`src/rtl/alu_pkg.sv`:
```
// Shared ALU definitions: opcode encodings, flag bit positions and the issue-controller state type.
package alu_pkg;

  localparam logic [3:0] ALU_ADD    = 4'h0;
  localparam logic [3:0] ALU_SUB    = 4'h1;
  localparam logic [3:0] ALU_AND    = 4'h2;
  localparam logic [3:0] ALU_OR     = 4'h3;
  localparam logic [3:0] ALU_XOR    = 4'h4;
  localparam logic [3:0] ALU_NOR    = 4'h5;
  localparam logic [3:0] ALU_SLT    = 4'h6;
  localparam logic [3:0] ALU_SLL    = 4'h7;
  localparam logic [3:0] ALU_SRL    = 4'h8;
  localparam logic [3:0] ALU_OP_MAX = 4'h8;

  // Bit positions inside the {N,V,C,Z} flag vector.
  localparam int FLG_Z = 0;
  localparam int FLG_C = 1;
  localparam int FLG_V = 2;
  localparam int FLG_N = 3;

  typedef enum logic [2:0] {
    ST_IDLE  = 3'd0,
    ST_ISSUE = 3'd1,
    ST_CAP_R = 3'd2,
    ST_CAP_F = 3'd3,
    ST_RESP  = 3'd4
  } alu_state_e;

endpackage

```
`src/rtl/alu_issue_ctrl.sv`:
```
// Initiator for the registered ALU: issues one op, waits out result and flag latency,
// and returns result/flags/tag on a valid/ready response port.
module alu_issue_ctrl
  import alu_pkg::*;
#(
  parameter int DATA_W = 32,
  parameter int OP_W   = 4,
  parameter int TAG_W  = 4,
  parameter int CNT_W  = 16
) (
  input  logic              clk,
  input  logic              rst,
  input  logic              req_valid,
  output logic              req_ready,
  input  logic [OP_W-1:0]   req_op,
  input  logic [DATA_W-1:0] req_a,
  input  logic [DATA_W-1:0] req_b,
  input  logic [TAG_W-1:0]  req_tag,
  output logic [OP_W-1:0]   alu_op,
  output logic [DATA_W-1:0] alu_a,
  output logic [DATA_W-1:0] alu_b,
  input  logic [DATA_W-1:0] alu_result,
  input  logic              alu_zero,
  input  logic              alu_carry,
  input  logic              alu_overflow,
  input  logic              alu_negative,
  output logic              rsp_valid,
  input  logic              rsp_ready,
  output logic [DATA_W-1:0] rsp_result,
  output logic [3:0]        rsp_flags,
  output logic              rsp_illegal,
  output logic [TAG_W-1:0]  rsp_tag,
  output logic              busy,
  output logic [CNT_W-1:0]  op_count,
  output alu_state_e        dbg_state
);

  // Both ports follow the same rule: a transfer happens on a rising clk edge where
  // valid && ready; the initiator holds valid and its payload stable until then.

  alu_state_e        state_q, state_d;
  logic [OP_W-1:0]   alu_op_q, alu_op_d;
  logic [DATA_W-1:0] alu_a_q, alu_a_d;
  logic [DATA_W-1:0] alu_b_q, alu_b_d;
  logic [TAG_W-1:0]  tag_q, tag_d;
  logic              illegal_q, illegal_d;
  logic              rsp_valid_q, rsp_valid_d;
  logic [DATA_W-1:0] rsp_result_q, rsp_result_d;
  logic [3:0]        rsp_flags_q, rsp_flags_d;
  logic              rsp_illegal_q, rsp_illegal_d;
  logic [TAG_W-1:0]  rsp_tag_q, rsp_tag_d;
  logic [CNT_W-1:0]  op_count_q, op_count_d;

  logic req_accept;
  logic req_is_illegal;
  logic op_has_cv;

  assign req_ready      = (state_q == ST_IDLE) || ((state_q == ST_RESP) && rsp_ready);
  assign req_accept     = req_valid && req_ready;
  assign req_is_illegal = req_op > OP_W'(ALU_OP_MAX);
  // Only ADD/SUB refresh the ALU's carry/overflow; other ops leave stale values there.
  assign op_has_cv      = (alu_op_q == OP_W'(ALU_ADD)) || (alu_op_q == OP_W'(ALU_SUB));

  always_comb begin
    state_d       = state_q;
    alu_op_d      = alu_op_q;
    alu_a_d       = alu_a_q;
    alu_b_d       = alu_b_q;
    tag_d         = tag_q;
    illegal_d     = illegal_q;
    rsp_valid_d   = rsp_valid_q;
    rsp_result_d  = rsp_result_q;
    rsp_flags_d   = rsp_flags_q;
    rsp_illegal_d = rsp_illegal_q;
    rsp_tag_d     = rsp_tag_q;
    op_count_d    = op_count_q;

    case (state_q)
      ST_ISSUE: begin
        // An illegal op spends its single cycle here and never waits on the ALU.
        if (illegal_q) begin
          rsp_result_d  = '0;
          rsp_flags_d   = '0;
          rsp_illegal_d = 1'b1;
          rsp_tag_d     = tag_q;
          rsp_valid_d   = 1'b1;
          state_d       = ST_RESP;
        end else begin
          state_d = ST_CAP_R;
        end
      end
      ST_CAP_R: begin
        rsp_result_d        = alu_result;
        rsp_flags_d         = '0;
        rsp_flags_d[FLG_C]  = op_has_cv && alu_carry;
        rsp_flags_d[FLG_V]  = op_has_cv && alu_overflow;
        state_d             = ST_CAP_F;
      end
      ST_CAP_F: begin
        rsp_flags_d[FLG_Z] = alu_zero;
        rsp_flags_d[FLG_N] = alu_negative;
        rsp_illegal_d      = 1'b0;
        rsp_tag_d          = tag_q;
        rsp_valid_d        = 1'b1;
        state_d            = ST_RESP;
      end
      ST_RESP: begin
        if (rsp_ready) begin
          rsp_valid_d = 1'b0;
          op_count_d  = op_count_q + CNT_W'(1);
          state_d     = ST_IDLE;
        end
      end
      default: ;
    endcase

    if (req_accept) begin
      alu_op_d  = req_op;
      alu_a_d   = req_a;
      alu_b_d   = req_b;
      tag_d     = req_tag;
      illegal_d = req_is_illegal;
      state_d   = ST_ISSUE;
    end
  end

  always_ff @(posedge clk or posedge rst) begin
    if (rst) begin
      state_q       <= ST_IDLE;
      alu_op_q      <= OP_W'(ALU_ADD);
      alu_a_q       <= '0;
      alu_b_q       <= '0;
      tag_q         <= '0;
      illegal_q     <= 1'b0;
      rsp_valid_q   <= 1'b0;
      rsp_result_q  <= '0;
      rsp_flags_q   <= '0;
      rsp_illegal_q <= 1'b0;
      rsp_tag_q     <= '0;
      op_count_q    <= '0;
    end else begin
      state_q       <= state_d;
      alu_op_q      <= alu_op_d;
      alu_a_q       <= alu_a_d;
      alu_b_q       <= alu_b_d;
      tag_q         <= tag_d;
      illegal_q     <= illegal_d;
      rsp_valid_q   <= rsp_valid_d;
      rsp_result_q  <= rsp_result_d;
      rsp_flags_q   <= rsp_flags_d;
      rsp_illegal_q <= rsp_illegal_d;
      rsp_tag_q     <= rsp_tag_d;
      op_count_q    <= op_count_d;
    end
  end

  assign alu_op      = alu_op_q;
  assign alu_a       = alu_a_q;
  assign alu_b       = alu_b_q;
  assign rsp_valid   = rsp_valid_q;
  assign rsp_result  = rsp_result_q;
  assign rsp_flags   = rsp_flags_q;
  assign rsp_illegal = rsp_illegal_q;
  assign rsp_tag     = rsp_tag_q;
  assign busy        = (state_q != ST_IDLE);
  assign op_count    = op_count_q;
  assign dbg_state   = state_q;

endmodule

```
`config.mk`:
```
export PLATFORM = sky130hd
export DESIGN_NAME = alu_issue_ctrl
export DESIGN_NICKNAME = d
export VERILOG_FILES = /design/src/rtl/alu_pkg.sv /design/src/rtl/alu_issue_ctrl.sv
export SDC_FILE = /design/constraint.sdc
export NUM_CORES = 1
export LEC_CHECK = 0
export CAP_MARGIN = 25
export CELL_PAD_IN_SITES_DETAIL_PLACEMENT = 0
export CELL_PAD_IN_SITES_GLOBAL_PLACEMENT = 1
export CORE_MARGIN = 2
export CORE_UTILIZATION = 33
export CTS_BUF_LIST = sky130_fd_sc_hd__clkbuf_4 sky130_fd_sc_hd__clkbuf_8
export CTS_CLUSTER_DIAMETER = 40
export DETAILED_ROUTE_END_ITERATION = 16
export GPL_ROUTABILITY_DRIVEN = 0
export HOLD_SLACK_MARGIN = 0.12
export PLACE_DENSITY = 0.9
export SLEW_MARGIN = 20
export SYNTH_ARGS = -nofsm -noshare
export SYNTH_HDL_FRONTEND = slang
export SYNTH_SLANG_ARGS = --single-unit
```
`constraint.sdc`:
```
create_clock -name clk -period 5.8 [get_ports clk]
set_clock_uncertainty 0.05 [all_clocks]
set_input_delay 1.74 -clock clk [delete_from_list [all_inputs] [get_ports clk]]
set_output_delay 1.74 -clock clk [all_outputs]
set_load 0.005 [all_outputs]
```
==> results of run 1 <==
cells by family (layout without fill, tap and decap cells):
| logic type | Yosys count | after routing | share of synthesized area, % |
|---|---|---|---|
| flops | 134 | 134 | 65.53 |
| mux | 77 | 77 | 16.94 |
| simple gates | 48 | 48 | 5.135 |
| compound gates | 46 | 46 | 7.433 |
| buf+inv | 23 | 281 | 2.152 |
| xor+xnor | 15 | 15 | 2.567 |
| fa+ha+maj | 1 | 1 | 0.2445 |
routing by layer:
| layer | GRT usage (%) | vias to the layer above |
|---|---|---|
| li1 | - | 1718 |
| met1 | 17.97 | 1858 |
| met2 | 27.82 | 165 |
| met3 | 7.775 | 15 |
| met4 | 5.371 | 0 |
| met5 | 0 | - |
worst paths after layout:
kind                                          start                        end  slack, ps  cells past startpoint
setup / recovery                          rsp_ready                  req_ready        890                      4
setup reg to reg           dbg_state[0]$_DFFE_PP0P_     rsp_tag[3]$_DFFE_PP0P_       3630                      3
hold reg to reg            op_count[15]$_DFFE_PP0P_   op_count[15]$_DFFE_PP0P_        440                      1
hold / removal             op_count[15]$_DFFE_PP0P_   op_count[15]$_DFFE_PP0P_        440                      1
min in group asynchronous                       rst  rsp_result[9]$_DFFE_PP0P_       1800                      2
max in group asynchronous                       rst       alu_a[2]$_DFFE_PP0P_       3050                      3
through the flow:
stage	hold WS [ps]	util (%)	cells	power [W]	setup WS (ps)
2_1_floorplan	418.2	-	344	0.002229	427.2
3_3_place_gp	413.2	50.77	757	0.003204	918.7
3_5_place_dp	432.2	50.77	757	0.003268	901.9
4_1_cts	442.6	53.49	789	0.004107	895.9
5_1_grt	461.8	53.69	790	0.004303	848.7
6_report	442.3	53.69	790	0.004045	889.8
cells in the final DEF, fill, tap and decap left out, types with 3 or more instances in the layout:
cell,n
buf_4,3
mux2_2,77
a22o_1,34
a21oi_1,4
clkdlybuf4s50_1,242
xor2_1,4
dfrtp_1,134
inv_6,3
nand2_1,14
bufinv_16,3
clkinvlp_4,4
nor2_1,7
clkinv_2,3
clkbuf_8,17
xnor2_1,11
nor3_1,3
nand3_1,5
nand2b_1,4
state kept, by name (all words and copies together), names as in the netlist, 3 cells and up:
register and count:
rsp_flags 4, alu_op 4, tag_q 4, op_count 16, rsp_result 32, dbg_state 3
alu_a 32, rsp_tag 4, alu_b 32
worst register-to-register path, cell delays in order, from the launching register on:
cell	delay (ps)
dfrtp_1	540
nor2b_1	480
nor2b_1	590
mux2_2	400
area by class of cell:
| class | instances | share of cell area (%) |
|---|---|---|
| clock inverter | 15 | 2.192 |
| timing repair buffer | 246 | 30.29 |
| inverter | 3 | 0.2300 |
| tap | 188 | 2.882 |
| multi-input combinational | 187 | 20.45 |
| clock buffer | 17 | 2.867 |
| sequential | 134 | 41.09 |
power groups by stage:
stage / clock network, W / logic [W] / registers, W
2_1_floorplan: 0 / 0.000631 / 0.00160
3_3_place_gp: 0 / 0.00162 / 0.00159
3_5_place_dp: 0 / 0.00165 / 0.00162
4_1_cts: 0.000840 / 0.00166 / 0.00160
5_1_grt: 0.000887 / 0.00176 / 0.00166
6_report: 0.000811 / 0.00163 / 0.00160
==> qor.yml, run 1 <==
sta:
  period_share_pct: 84.66
  hold_viol: 0
  worst_pin_slew_ps: 767.1
  max_freq_ghz: 0.2037
  rsz0062_at_grt: "false"
  relSlewSlack_pct: 48.86
  setup-tns-final_ps: 0
  setup_viol_count_final: 0
  drv_slew: 0
  min_period_ps: 4910
critical_path:
  worstSetupPathType: "primary input to output pin"
  crit_slowest_cell: "clkdlybuf4s50_1"
  cp-start-kind: "primary input"
  arrival_ps: 3120
  crit_top_cell: "clkdlybuf4s50_1"
  critPathRequiredTime_ps: 4010
  critPathCaptureType: "output pin"
  crit_buf_inv: 2
  cp_max_fo: 4
  crit_chain: "clkdlybuf4s50_1, nand2b_1, and2_1, clkdlybuf4s50_1"
  path_delay_family: "buffers and inverters"
  cp_slowest_stage_delay_ps: 550
finish:
  seq_area_um2: 3353
  multi_input_area_um2: 1669
  layout-drive-gt1-share_pct: 19.77
  area_growth_pct: 59.49
  antennaDiodeCount: 0
  fin_nets: 702
  fillerInstances: 1282
  design_area_um2: 8162
grt:
  grt_pass1_vias: 4023
  antenna_found_initial: 0
  grtUsageTotal_pct: 16.29
  grt_max_degree: 114
  grt_pass1_wl_um: 20860
  gr-total-overflow: 0
hold_path:
  hold_path.class: "register to register"
clocking:
  ctsHoldBuffers: 0
  cts_made_buffers: 17
  clk_latency_ps: 430
  clkTransAtPathRegs_ps: 80
  h-tree-depth: 4
  cts.repair.resized: 0
  cts_tree: "done"
  clockBufferDepth: 2
  clock_sinks: 134
  cts-root-buf: "clkbuf_8"
  cts_post_setup_buffers_inserted: 0
synthesis:
  ys_warn_count: 0
  synth.most_common_cell: "dfrtp_1"
  synth_top_area_cell: "dfrtp_1"
  async_flop_share_pct: 100.0
  synth_common_cells: "dfrtp_1, mux2_2, a22o_1"
  synth-main-ff-cell: "dfrtp_1"
  synthTopCellsByArea: "dfrtp_1, mux2_2, a22o_1"
  synth_cell_type_count: 33
  synth-seq-cells: 134
  ys_seq_area_share_pct: 65.53
  synth_nets: 457
  syn_avg_cell_area_um2: 14.88
  synth_top_area_share_pct: 65.53
  syn_inst: 344
  synth_edf_count: 0
  syn_area_um2: 5117
power:
  p_sw_w: 0.001153
  seq_power_share_pct: 39.6
  comb_power_share_pct: 40.4
  peakVddDrop_mv: 0.2739
  internal-power_w: 0.002892
  p_clk_share_pct: 20.0
  swShare_pct: 28.50
  power_density_nw_per_um2: 495.6
  p_leak_nw: 3.453
routing:
  drcViolationCount: 0
  firstDrtPassIters: 4
  first_iter_violations: 157
  wl_met2_um: 6725
  top_layer_used: "met4"
  wl_per_cell_um: 16.81
  dr_total_vias: 3756
  wl_met1_um: 5103
  wirelength_um: 13280
  route.met3.wl_um: 1260
  antenna_left: 0
  vias_per_cell: 4.754
floorplanning:
  pin_count: 243
  die_y_um: 128.5
  die_area_um2: 16520
  die_w_um: 128.5
  core_um2: 15200
  start_util_pct: 33.66
  rows: 45
place:
  portBuffers: 242
  hpwl_um: 9451
  place_area_um2: 7719
job:
  cap_violations: 0
outcome:
  status: "finished clean"
(Power assumes the default switching activity.)
==> run 2: changes to the inputs <==
- CORE_UTILIZATION: 33 -> 30
- PLACE_DENSITY: 0.9 -> 0.86
- clock period: 5.8 -> 4.5 ns (I/O delays scaled with it)
==> run 2 against run 1 <==
  * Core utilization shrank 4.5 points
  * Clock-buffer cell count rose by 8
  * Critical path depth is the same
  * Combinational power increased by 30%
  * Via count increased by 1.8%
  * Clock power is 22% higher
  * Sequential share of layout area shrank 0.16 points
  * Cell count grew 3.9%
  * Critical path type unchanged
  * Highest routed layer unchanged
==> qor.yml, run 2 (same netlist as run 1, synthesis figures left out) <==
grt:
  grt_max_degree: 62  # -46%
  grt_pass1_wl_um: 22720  # +8.9%
  antenna_found_initial: 0  # unchanged
  busiest_layer: "met2"
  met3_usage_pct: 7.508  # -0.27 points
  gr-total-overflow: 0  # unchanged
  gr-usage-met2_pct: 26.28  # -1.5 points
  grt_pass1_vias: 4228  # +5.1%
  met1_usage_pct: 18.85  # +0.88 points
  grtUsageTotal_pct: 16.24  # -0.056 points
sta:
  postLayoutSetupSlackWorst_ps: 370.4  # -519.4 ps
  setup_viol_count_final: 0  # unchanged
  max_freq_ghz: 0.2422
  min_period_ps: 4130
  period_share_pct: 91.77
  rsz0062_at_grt: "false"
  worst_pin_slew_ps: 583.0  # -184.1 ps
  hold_viol: 0  # unchanged
  relSlewSlack_pct: 61.05  # +12 points
  drv_slew: 0  # unchanged
  setup-tns-final_ps: 0  # unchanged
critical_path:
  reg2reg_depth: 4  # +1
  critPathRequiredTime_ps: 3100  # -910 ps
  worstSetupPathType: "primary input to output pin"
  crit_buf_inv: 2  # unchanged
  crit_top_cell: "clkdlybuf4s50_1"
  reg2reg_to: "op_count[9]$_DFFE_PP0P_"
  cp_slowest_stage_delay_ps: 530  # -20 ps
  path_delay_family: "buffers and inverters"
  critPathCaptureType: "output pin"
  r2r-start: "dbg_state[1]$_DFFE_PP0P_"
  cp-start-kind: "primary input"
  crit_chain: "clkdlybuf4s50_1, nand2b_1, and2_1, clkdlybuf4s50_1"
  cp_max_fo: 4  # unchanged
  r2r_setup_slack_ps: 2320  # -1310 ps
  arrival_ps: 2730  # -390 ps
  crit_slowest_cell: "clkdlybuf4s50_1"
hold_path:
  min_to: "op_count[15]$_DFFE_PP0P_"
  hold_path.class: "register to register"
  hold_path_depth: 1  # unchanged
  hp-start: "op_count[15]$_DFFE_PP0P_"
clocking:
  clk_latency_ps: 430  # about the same
  cts_post_setup_buffers_inserted: 0  # unchanged
  clockBufferDepth: 2  # unchanged
  cts-root-buf: "clkbuf_8"
  cts_made_buffers: 17  # unchanged
  clock_sinks: 134  # unchanged
  h-tree-depth: 4  # unchanged
  cts_tree: "done"
  cts.repair.resized: 0  # unchanged
  clkTransAtPathRegs_ps: 60  # -20 ps
  ctsHoldBuffers: 0  # unchanged
finish:
  layout-drive-gt1-share_pct: 19.63  # -0.13 points
  final_util_pct: 49.24  # -4.5 points
  final_cell_mix: "clkdlybuf4s50_1, dfrtp_1, mux2_2, a22o_1, clkbuf_8"
  antennaDiodeCount: 0  # unchanged
  area_growth_pct: 60.12
  fin_nets: 704  # +0.28%
  layout_commonest_cell: "clkdlybuf4s50_1"
floorplanning:
  rows: 47  # +4.4%
  die_y_um: 134.6  # +4.7%
  start_util_pct: 30.75  # -2.9 points
  die_area_um2: 18120  # +9.7%
  die_w_um: 134.6  # +4.7%
  core_um2: 16640  # +9.5%
  pin_count: 243  # unchanged
place:
  portBuffers: 242  # unchanged
  hpwl_um: 10350  # +9.5%
  pre_cts_ws_ps: 378.3  # -523.6 ps
outcome:
  status: "finished clean"
routing:
  firstDrtPassIters: 4  # unchanged
  antenna_left: 0  # unchanged
  wirelength_um: 14150  # +6.6%
  drcViolationCount: 0  # unchanged
  vias_per_cell: 4.659  # -2.0%
  dr_total_vias: 3825  # +1.8%
  wl_per_cell_um: 17.24  # +2.5%
  first_iter_violations: 168  # +7.0%
power:
  p_leak_nw: 3.465  # +0.34%
  power_density_nw_per_um2: 633.3  # +28%
  peakVddDrop_mv: 0.2818  # +2.9%
job:
  cap_violations: 0  # unchanged
[run 2: per-stage QoR]
stage	hold WS, ps	area, µm²	power [W]	cells
after global placement	417.6	7805	0.004157	792
final	436.3	8194	0.005190	821
after floorplan	418.2	5121	0.002873	344
after detailed placement	437.4	7805	0.004242	792
after CTS	447.6	8194	0.005275	821
after global routing	461.7	8194	0.005527	821
[run 2: cell type report]
cell class | count | area, µm²
clock buffer | 25 | 319.1
multi-input combinational | 187 | 1669
timing repair buffer | 248 | 2492
fill | 1426 | 8448
tap | 220 | 275.3
inverter | 3 | 15.01
clock inverter | 4 | 70.07
sequential | 134 | 3353
[run 2: worst max-delay path by stage]
stage | startpoint | endpoint | slack (ps) | cells after the start
floorplan | rst | alu_a[0]$_DFFE_PP0P_ | 1430 | 1
global placement | rsp_ready | req_ready | 400 | 4
detailed placement | rsp_ready | req_ready | 380 | 4
CTS | rsp_ready | req_ready | 370 | 4
global route | rsp_ready | req_ready | 310 | 4
finish | rsp_ready | req_ready | 370 | 4
[run 2: metal layers]
| metal | part of all wire [%] | vias to the layer above | routed length [µm] |
|---|---|---|---|
| met2 | 49 | 176 | 6882 |
| met5 | 0 | - | 0 |
| li1 | - | 1714 | - |
| met3 | 9.8 | 24 | 1384 |
| met1 | 39 | 1911 | 5556 |
| met4 | 2.3 | 0 | 328 |
[run 2: where the power goes]
part | switching [W] | internal, W
clock | 0.000426 | 0.000566
combinational | 0.000678 | 0.00145
sequential | 0.000340 | 0.00173
total | 0.00144 | 0.00375
